[src/rtl/spi_resp_pkg.sv]
// Shared types and constants for the SPI flash responder.
package spi_resp_pkg;

  typedef enum logic [2:0] {
    IDLE,
    CMD,
    ADDR,
    DUMMY,
    DATA,
    IGNORE
  } state_t;

  localparam logic [7:0] OP_READ      = 8'h03;
  localparam logic [7:0] OP_FAST_READ = 8'h0B;
  localparam int         ADDR_BITS    = 24;

endpackage

[src/rtl/spi_resp_sync.sv]
// Brings CS_n/SCLK/MOSI into the clk domain; SCLK gets a third stage for
// single-cycle rise/fall pulses.
module spi_resp_sync (
  input  logic clk,
  input  logic reset,
  input  logic i_cs_n,
  input  logic i_sclk,
  input  logic i_mosi,
  output logic o_cs_n,
  output logic o_mosi,
  output logic o_sclk_rise,
  output logic o_sclk_fall
);

  logic [1:0] r_cs_sync;
  logic [1:0] r_mosi_sync;
  logic [2:0] r_sclk_sync;

  // CS_n resets low so a high level must really be seen before arming.
  always_ff @(posedge clk) begin
    if (reset) begin
      r_cs_sync   <= 2'b00;
      r_mosi_sync <= 2'b00;
      r_sclk_sync <= 3'b000;
    end else begin
      r_cs_sync   <= {r_cs_sync[0], i_cs_n};
      r_mosi_sync <= {r_mosi_sync[0], i_mosi};
      r_sclk_sync <= {r_sclk_sync[1:0], i_sclk};
    end
  end

  assign o_cs_n      = r_cs_sync[1];
  assign o_mosi      = r_mosi_sync[1];
  assign o_sclk_rise = r_sclk_sync[1] & ~r_sclk_sync[2];
  assign o_sclk_fall = ~r_sclk_sync[1] & r_sclk_sync[2];

endmodule

[src/rtl/spi_flash_responder.sv]
// SPI flash READ (0x03) responder fetching bytes from a 1-cycle-latency memory.
// Optional FAST_READ (0x0B, 8 dummy clocks) under `SPI_RESP_FAST_READ_EN.
//   state  | meaning
//   IDLE   | wait for CS_n low (only after CS_n seen high since reset)
//   CMD    | shift in 8-bit opcode
//   ADDR   | shift in 24-bit address, issue first read
//   DUMMY  | 8 dummy clocks, MISO driven 0 (fast read only)
//   DATA   | shift bytes out on MISO, prefetch next address
//   IGNORE | unsupported opcode, wait for CS_n high
module spi_flash_responder
  import spi_resp_pkg::*;
#(
  parameter int ADDR_W = 24
) (
  input  logic              clk,
  input  logic              reset,
  input  logic              spi_cs_n,
  input  logic              spi_sclk,
  input  logic              spi_mosi,
  output logic              spi_miso,
  output logic              spi_miso_oe,
  output logic              mem_rd,
  output logic [ADDR_W-1:0] mem_addr,
  input  logic [7:0]        mem_data,
  output logic              busy
);

  logic w_cs_n, w_mosi, w_rise, w_fall;

  spi_resp_sync u_sync (
    .clk         (clk),
    .reset       (reset),
    .i_cs_n      (spi_cs_n),
    .i_sclk      (spi_sclk),
    .i_mosi      (spi_mosi),
    .o_cs_n      (w_cs_n),
    .o_mosi      (w_mosi),
    .o_sclk_rise (w_rise),
    .o_sclk_fall (w_fall)
  );

  state_t              r_state;
  logic [4:0]          r_bit_cnt;
  logic [6:0]          r_cmd;
  logic [ADDR_BITS-2:0] r_addr;
  logic [7:0]          r_shift;
  logic                r_rd_d;
  logic                r_skip_fall;
  logic                r_armed;
  logic                r_miso;
  logic                r_oe;
  logic                r_mem_rd;
  logic [ADDR_W-1:0]   r_mem_addr;
`ifdef SPI_RESP_FAST_READ_EN
  logic                r_fast;
`endif

  logic [7:0]           w_cmd_next;
  logic [ADDR_BITS-1:0] w_addr_next;

  assign w_cmd_next  = {r_cmd, w_mosi};
  assign w_addr_next = {r_addr, w_mosi};

  always_ff @(posedge clk) begin
    if (reset) begin
      r_state     <= IDLE;
      r_bit_cnt   <= '0;
      r_cmd       <= '0;
      r_addr      <= '0;
      r_shift     <= '0;
      r_rd_d      <= 1'b0;
      r_skip_fall <= 1'b0;
      r_armed     <= 1'b0;
      r_miso      <= 1'b0;
      r_oe        <= 1'b0;
      r_mem_rd    <= 1'b0;
      r_mem_addr  <= '0;
`ifdef SPI_RESP_FAST_READ_EN
      r_fast      <= 1'b0;
`endif
    end else begin
      r_mem_rd <= 1'b0;
      r_rd_d   <= r_mem_rd;
      if (w_cs_n) begin
        r_armed     <= 1'b1;
        r_state     <= IDLE;
        r_bit_cnt   <= '0;
        r_oe        <= 1'b0;
        r_miso      <= 1'b0;
        r_skip_fall <= 1'b0;
      end else begin
        r_oe   <= (r_state == DATA) || (r_state == DUMMY);
        r_miso <= (r_state == DATA) & r_shift[7];
        // The fall right after a byte boundary keeps the freshly loaded bit 7.
        if (r_rd_d)
          r_shift <= mem_data;
        else if (w_fall && r_state == DATA) begin
          if (r_skip_fall) r_skip_fall <= 1'b0;
          else             r_shift     <= {r_shift[6:0], 1'b0};
        end
        case (r_state)
          IDLE: begin
            r_bit_cnt <= '0;
            if (r_armed) r_state <= CMD;
          end
          CMD: if (w_rise) begin
            r_cmd     <= w_cmd_next[6:0];
            r_bit_cnt <= r_bit_cnt + 5'd1;
            if (r_bit_cnt == 5'd7) begin
              r_bit_cnt <= '0;
              if (w_cmd_next == OP_READ) begin
                r_state <= ADDR;
`ifdef SPI_RESP_FAST_READ_EN
                r_fast  <= 1'b0;
              end else if (w_cmd_next == OP_FAST_READ) begin
                r_state <= ADDR;
                r_fast  <= 1'b1;
`endif
              end else begin
                r_state <= IGNORE;
              end
            end
          end
          ADDR: if (w_rise) begin
            r_addr    <= w_addr_next[ADDR_BITS-2:0];
            r_bit_cnt <= r_bit_cnt + 5'd1;
            if (r_bit_cnt == 5'd23) begin
              r_bit_cnt   <= '0;
              r_mem_rd    <= 1'b1;
              r_mem_addr  <= w_addr_next[ADDR_W-1:0];
              r_skip_fall <= 1'b1;
              r_state     <= DATA;
`ifdef SPI_RESP_FAST_READ_EN
              if (r_fast) r_state <= DUMMY;
`endif
            end
          end
`ifdef SPI_RESP_FAST_READ_EN
          DUMMY: if (w_rise) begin
            r_bit_cnt <= r_bit_cnt + 5'd1;
            if (r_bit_cnt == 5'd7) begin
              r_bit_cnt   <= '0;
              r_skip_fall <= 1'b1;
              r_state     <= DATA;
            end
          end
`endif
          DATA: if (w_rise) begin
            r_bit_cnt <= r_bit_cnt + 5'd1;
            if (r_bit_cnt == 5'd7) begin
              r_bit_cnt   <= '0;
              r_mem_rd    <= 1'b1;
              r_mem_addr  <= r_mem_addr + 1'b1;
              r_skip_fall <= 1'b1;
            end
          end
          default: ;
        endcase
      end
    end
  end

  assign spi_miso    = r_miso;
  assign spi_miso_oe = r_oe;
  assign mem_rd      = r_mem_rd;
  assign mem_addr    = r_mem_addr;
  assign busy        = (r_state != IDLE);

endmodule

[config.mk]
export PLATFORM = sky130hd
export DESIGN_NAME = spi_flash_responder
export DESIGN_NICKNAME = d
export VERILOG_FILES = /design/src/rtl/spi_resp_pkg.sv /design/src/rtl/spi_resp_sync.sv /design/src/rtl/spi_flash_responder.sv
export SDC_FILE = /design/constraint.sdc
export NUM_CORES = 1
export LEC_CHECK = 0
export BUFFER_PORTS_ARGS = -buffer_cell sky130_fd_sc_hd__buf_2
export CAP_MARGIN = 20
export CORE_MARGIN = 2
export CORE_UTILIZATION = 53
export CTS_CLUSTER_DIAMETER = 80
export DETAILED_ROUTE_END_ITERATION = 6
export HOLD_SLACK_MARGIN = 0.06
export PLACE_DENSITY = 0.74
export SLEW_MARGIN = 30
export SYNTH_ARGS = -nofsm -noshare
export SYNTH_HDL_FRONTEND = slang
export SYNTH_SLANG_ARGS = --single-unit
export TNS_END_PERCENT = 100
[constraint.sdc]
create_clock -name clk -period 2.3 [get_ports clk]
set_input_delay 0.115 -clock clk [delete_from_list [all_inputs] [get_ports clk]]
set_output_delay 0.115 -clock clk [all_outputs]
set_load 0.005 [all_outputs]
==> results.cfg <==
[clock_tree]
clock-root-buffer = clkbuf_8
insertion_delay_ps = 350
cts.clk_slew.worst_paths_ps = 80
clock_sinks = 83
cts_buffer_depth = 2
numCtsBuffers = 9
cts.repair.resized = 0
h-tree-depth = 3
tritoncts = yes

[synth]
synthFlopType = dfxtp_1
synth_area_per_cell_um2 = 8.612
syn_inst = 452
ys_warn_count = 0
synth_area_leaders = dfxtp_1 (43%), mux2i_1 (10%), nor2_1 (6.4%)
yosysUniqueCellTypes = 54
postSynth.asyncResetShare_pct = 0
netlist.top_cell.by_area = dfxtp_1
synthesis.nets = 467
synth_area_mm2 = 0.003892
ys_ff_latch = 83
synth_edf_count = 0
synth-seq-area-share_pct = 42.69
synth_top_area_share_pct = 42.69

[global_routing]
grt.total_usage_pct = 21.72
first_global_vias = 3063
grt_first_pass_wirelength_um = 14500
grt_start_max_net_pins = 62
grt-ovfl-total = 0
antenna_found_initial = 0

[status]
outcome = finished clean

[placed_design]
dp.cells = 579
place_congestion = 0.8538
portBuffers = 40
hpwl_um = 5759

[drt]
vias_per_cell = 5.727
drc = 0
drtIter0Drc = 160
maxUsedRoutingLayer = met4
drt-met1-wl_um = 4194
wl_per_cell_um = 14.46
num_vias = 3425
drt_first_pass_iters = 4
routed_wl_um = 8647
met3_length_um = 329
antenna_left = 0
wl_met2_um = 3966

[die]
core_area_mm2 = 0.007176
die-area_mm2 = 0.008046
core.rowCount = 31
initial_core_util_pct = 54.25
die_w_um = 89.70
die_h_um = 89.70
io_pins = 41

[timing]
tightest_slew_ps = 586.6
rsz0062_at_grt = false
final.period_utilization_pct = 94.47
fin_worst_skew_ps = 5.776
finalCriticalPeriod_ps = 2173
drv_slew = 0
finalHoldViolations = 0
setup_viol = 0
finalSetupTns_ps = 0
fmax_mhz = 460.3
max_slew_margin_pct = 60.89

[worst_setup_path]
worstSetupPathType = reg -> reg
crit_required_ps = 2580
cp-end-kind = register
path_max_fanout = 8
cp-start-kind = register
arrival_ps = 2450

[job]
drv_cap = 0

[power]
power.density_mw_per_mm2 = 585.3
power.leakage_uw = 0.001851
ir_worst_vdd_mv = 0.3208

[finish]
area_growth_syn_to_layout_pct = 16.04
nets = 510
fin_cells = 598
num_antenna_cells = 0
drive_gt1_share_pct = 17.03

[min_path]
hold_class = in -> reg
==> worst max-delay path, stage by stage (launching register included) <==
cell      delay (ps)
dfxtp_1          340
or4b_4           560
a2111o_1         520
or4_1            510
a41oi_2          170
==> stage by stage <==
stage,total power [µW],worst slack [ps],utilization (%),cell area [µm²],hold WS (ps)
global route,2733,68.81,62.95,4517,105.1
global placement,1555,187.5,59.51,4270,321.8
detailed placement,1556,148.7,59.51,4270,328.8
finish,2644,127.3,62.95,4517,104.2
floorplan,1528,132.2,-,3892,243.2
CTS,2666,129.0,62.95,4517,91.78
==> metal layers <==
layer,GRT usage [%],up-vias
met1,30.17,1616
li1,-,1726
met3,3.521,13
met5,0,-
met2,33.52,70
met4,9.487,0
==> Yosys cell counts (all sizes together) (6+ instances only) <==
cell type and n:
nand2 24, o21ai 18, nor2 66, nor4 6, nand4 10, buf 6
dfxtp 83, nor3 9, or3 7, mux2i 39, inv 6, clkbuf 28
a21oi 31, nor2b 9, a31oi 7, a211oi 9, and3 6, nand3 20
==> power breakdown <==
group	switching (µW)	internal [µW]	leakage (µW)
clock	512	604	0.000106
combinational	44.2	33.4	0.00107
sequential	6.85	1440	0.000670
total	563	2080	0.00185
==> kinds of logic (layout without fill, tap and decap cells) <==
| kind of cell | Yosys count | in the layout | share of synthesized area, % |
|---|---|---|---|
| xor gates and xnor gates | 3 | 3 | 0.6751 |
| and+or+nand+nor | 189 | 189 | 25.04 |
| AOI/OAI and AO/OA | 94 | 94 | 16.33 |
| buffers and inverters | 40 | 87 | 4.082 |
| adders and majority gates | 4 | 4 | 1.157 |
| DFF | 83 | 83 | 42.69 |
| muxes | 39 | 39 | 10.03 |
==> cells in the final DEF (no fill, tap or decap), types with 6 or more instances in the layout <==
master,Yosys,final
nor3_1,9,9
nor2_1,66,66
nand2_1,24,24
dfxtp_1,83,83
nand4_1,10,10
buf_2,1,40
mux2i_1,39,39
a21oi_1,30,30
buf_4,0,21
or3_1,7,7
clkbuf_8,0,9
nor2b_1,9,9
a211oi_1,9,9
inv_1,6,6
and3_1,6,6
nor4_1,6,6
o21ai_0,18,18
nand3_1,20,20
a31oi_1,7,7
==> flip-flops by register name (all words and copies together), names as in the netlist <==
name and count:
r_addr 23, r_rd_d 1, spi_miso 1, r_shift 8, spi_miso_oe 1, r_bit_cnt 5
mem_rd 1, r_cmd 7, r_armed 1, u_sync.r_mosi_sync 2, r_skip_fall 1, mem_addr 24
r_state 3, u_sync.r_cs_sync 2, u_sync.r_sclk_sync 3
==> cell type report <==
type / instances / area [µm²]
sequential: 83 / 1662
multi-input combinational: 329 / 2085
timing repair buffer: 66 / 417.9
clock buffer: 10 / 127.6
fill: 603 / 2659
inverter: 6 / 22.52
clock inverter: 5 / 78.83
tap: 99 / 123.9
==> final timing paths <==
path | from | end | slack [ps] | cells past startpoint
setup / recovery | r_state[0]$_SDFFE_PP0P_ | mem_addr[22]$_SDFFE_PP0P_ | 130 | 4
hold / removal | mem_data[2] | r_shift[2]$_SDFFE_PP0P_ | 100 | 3
setup reg to reg | r_state[0]$_SDFFE_PP0P_ | mem_addr[22]$_SDFFE_PP0P_ | 130 | 4
hold reg to reg | u_sync.r_cs_sync[0]$_SDFF_PP0_ | u_sync.r_cs_sync[1]$_SDFF_PP0_ | 440 | 1
==> timing repair <==
| item | 4_1_cts | 5_1_grt |
|---|---|---|
| hold buffers | 4 | 0 |
| setup endpoints to repair | 0 | 0 |
| buffers inserted | 0 | 0 |
| hold endpoints to repair | 4 | 0 |
No activity file was read; power rests on OpenSTA's default activity.
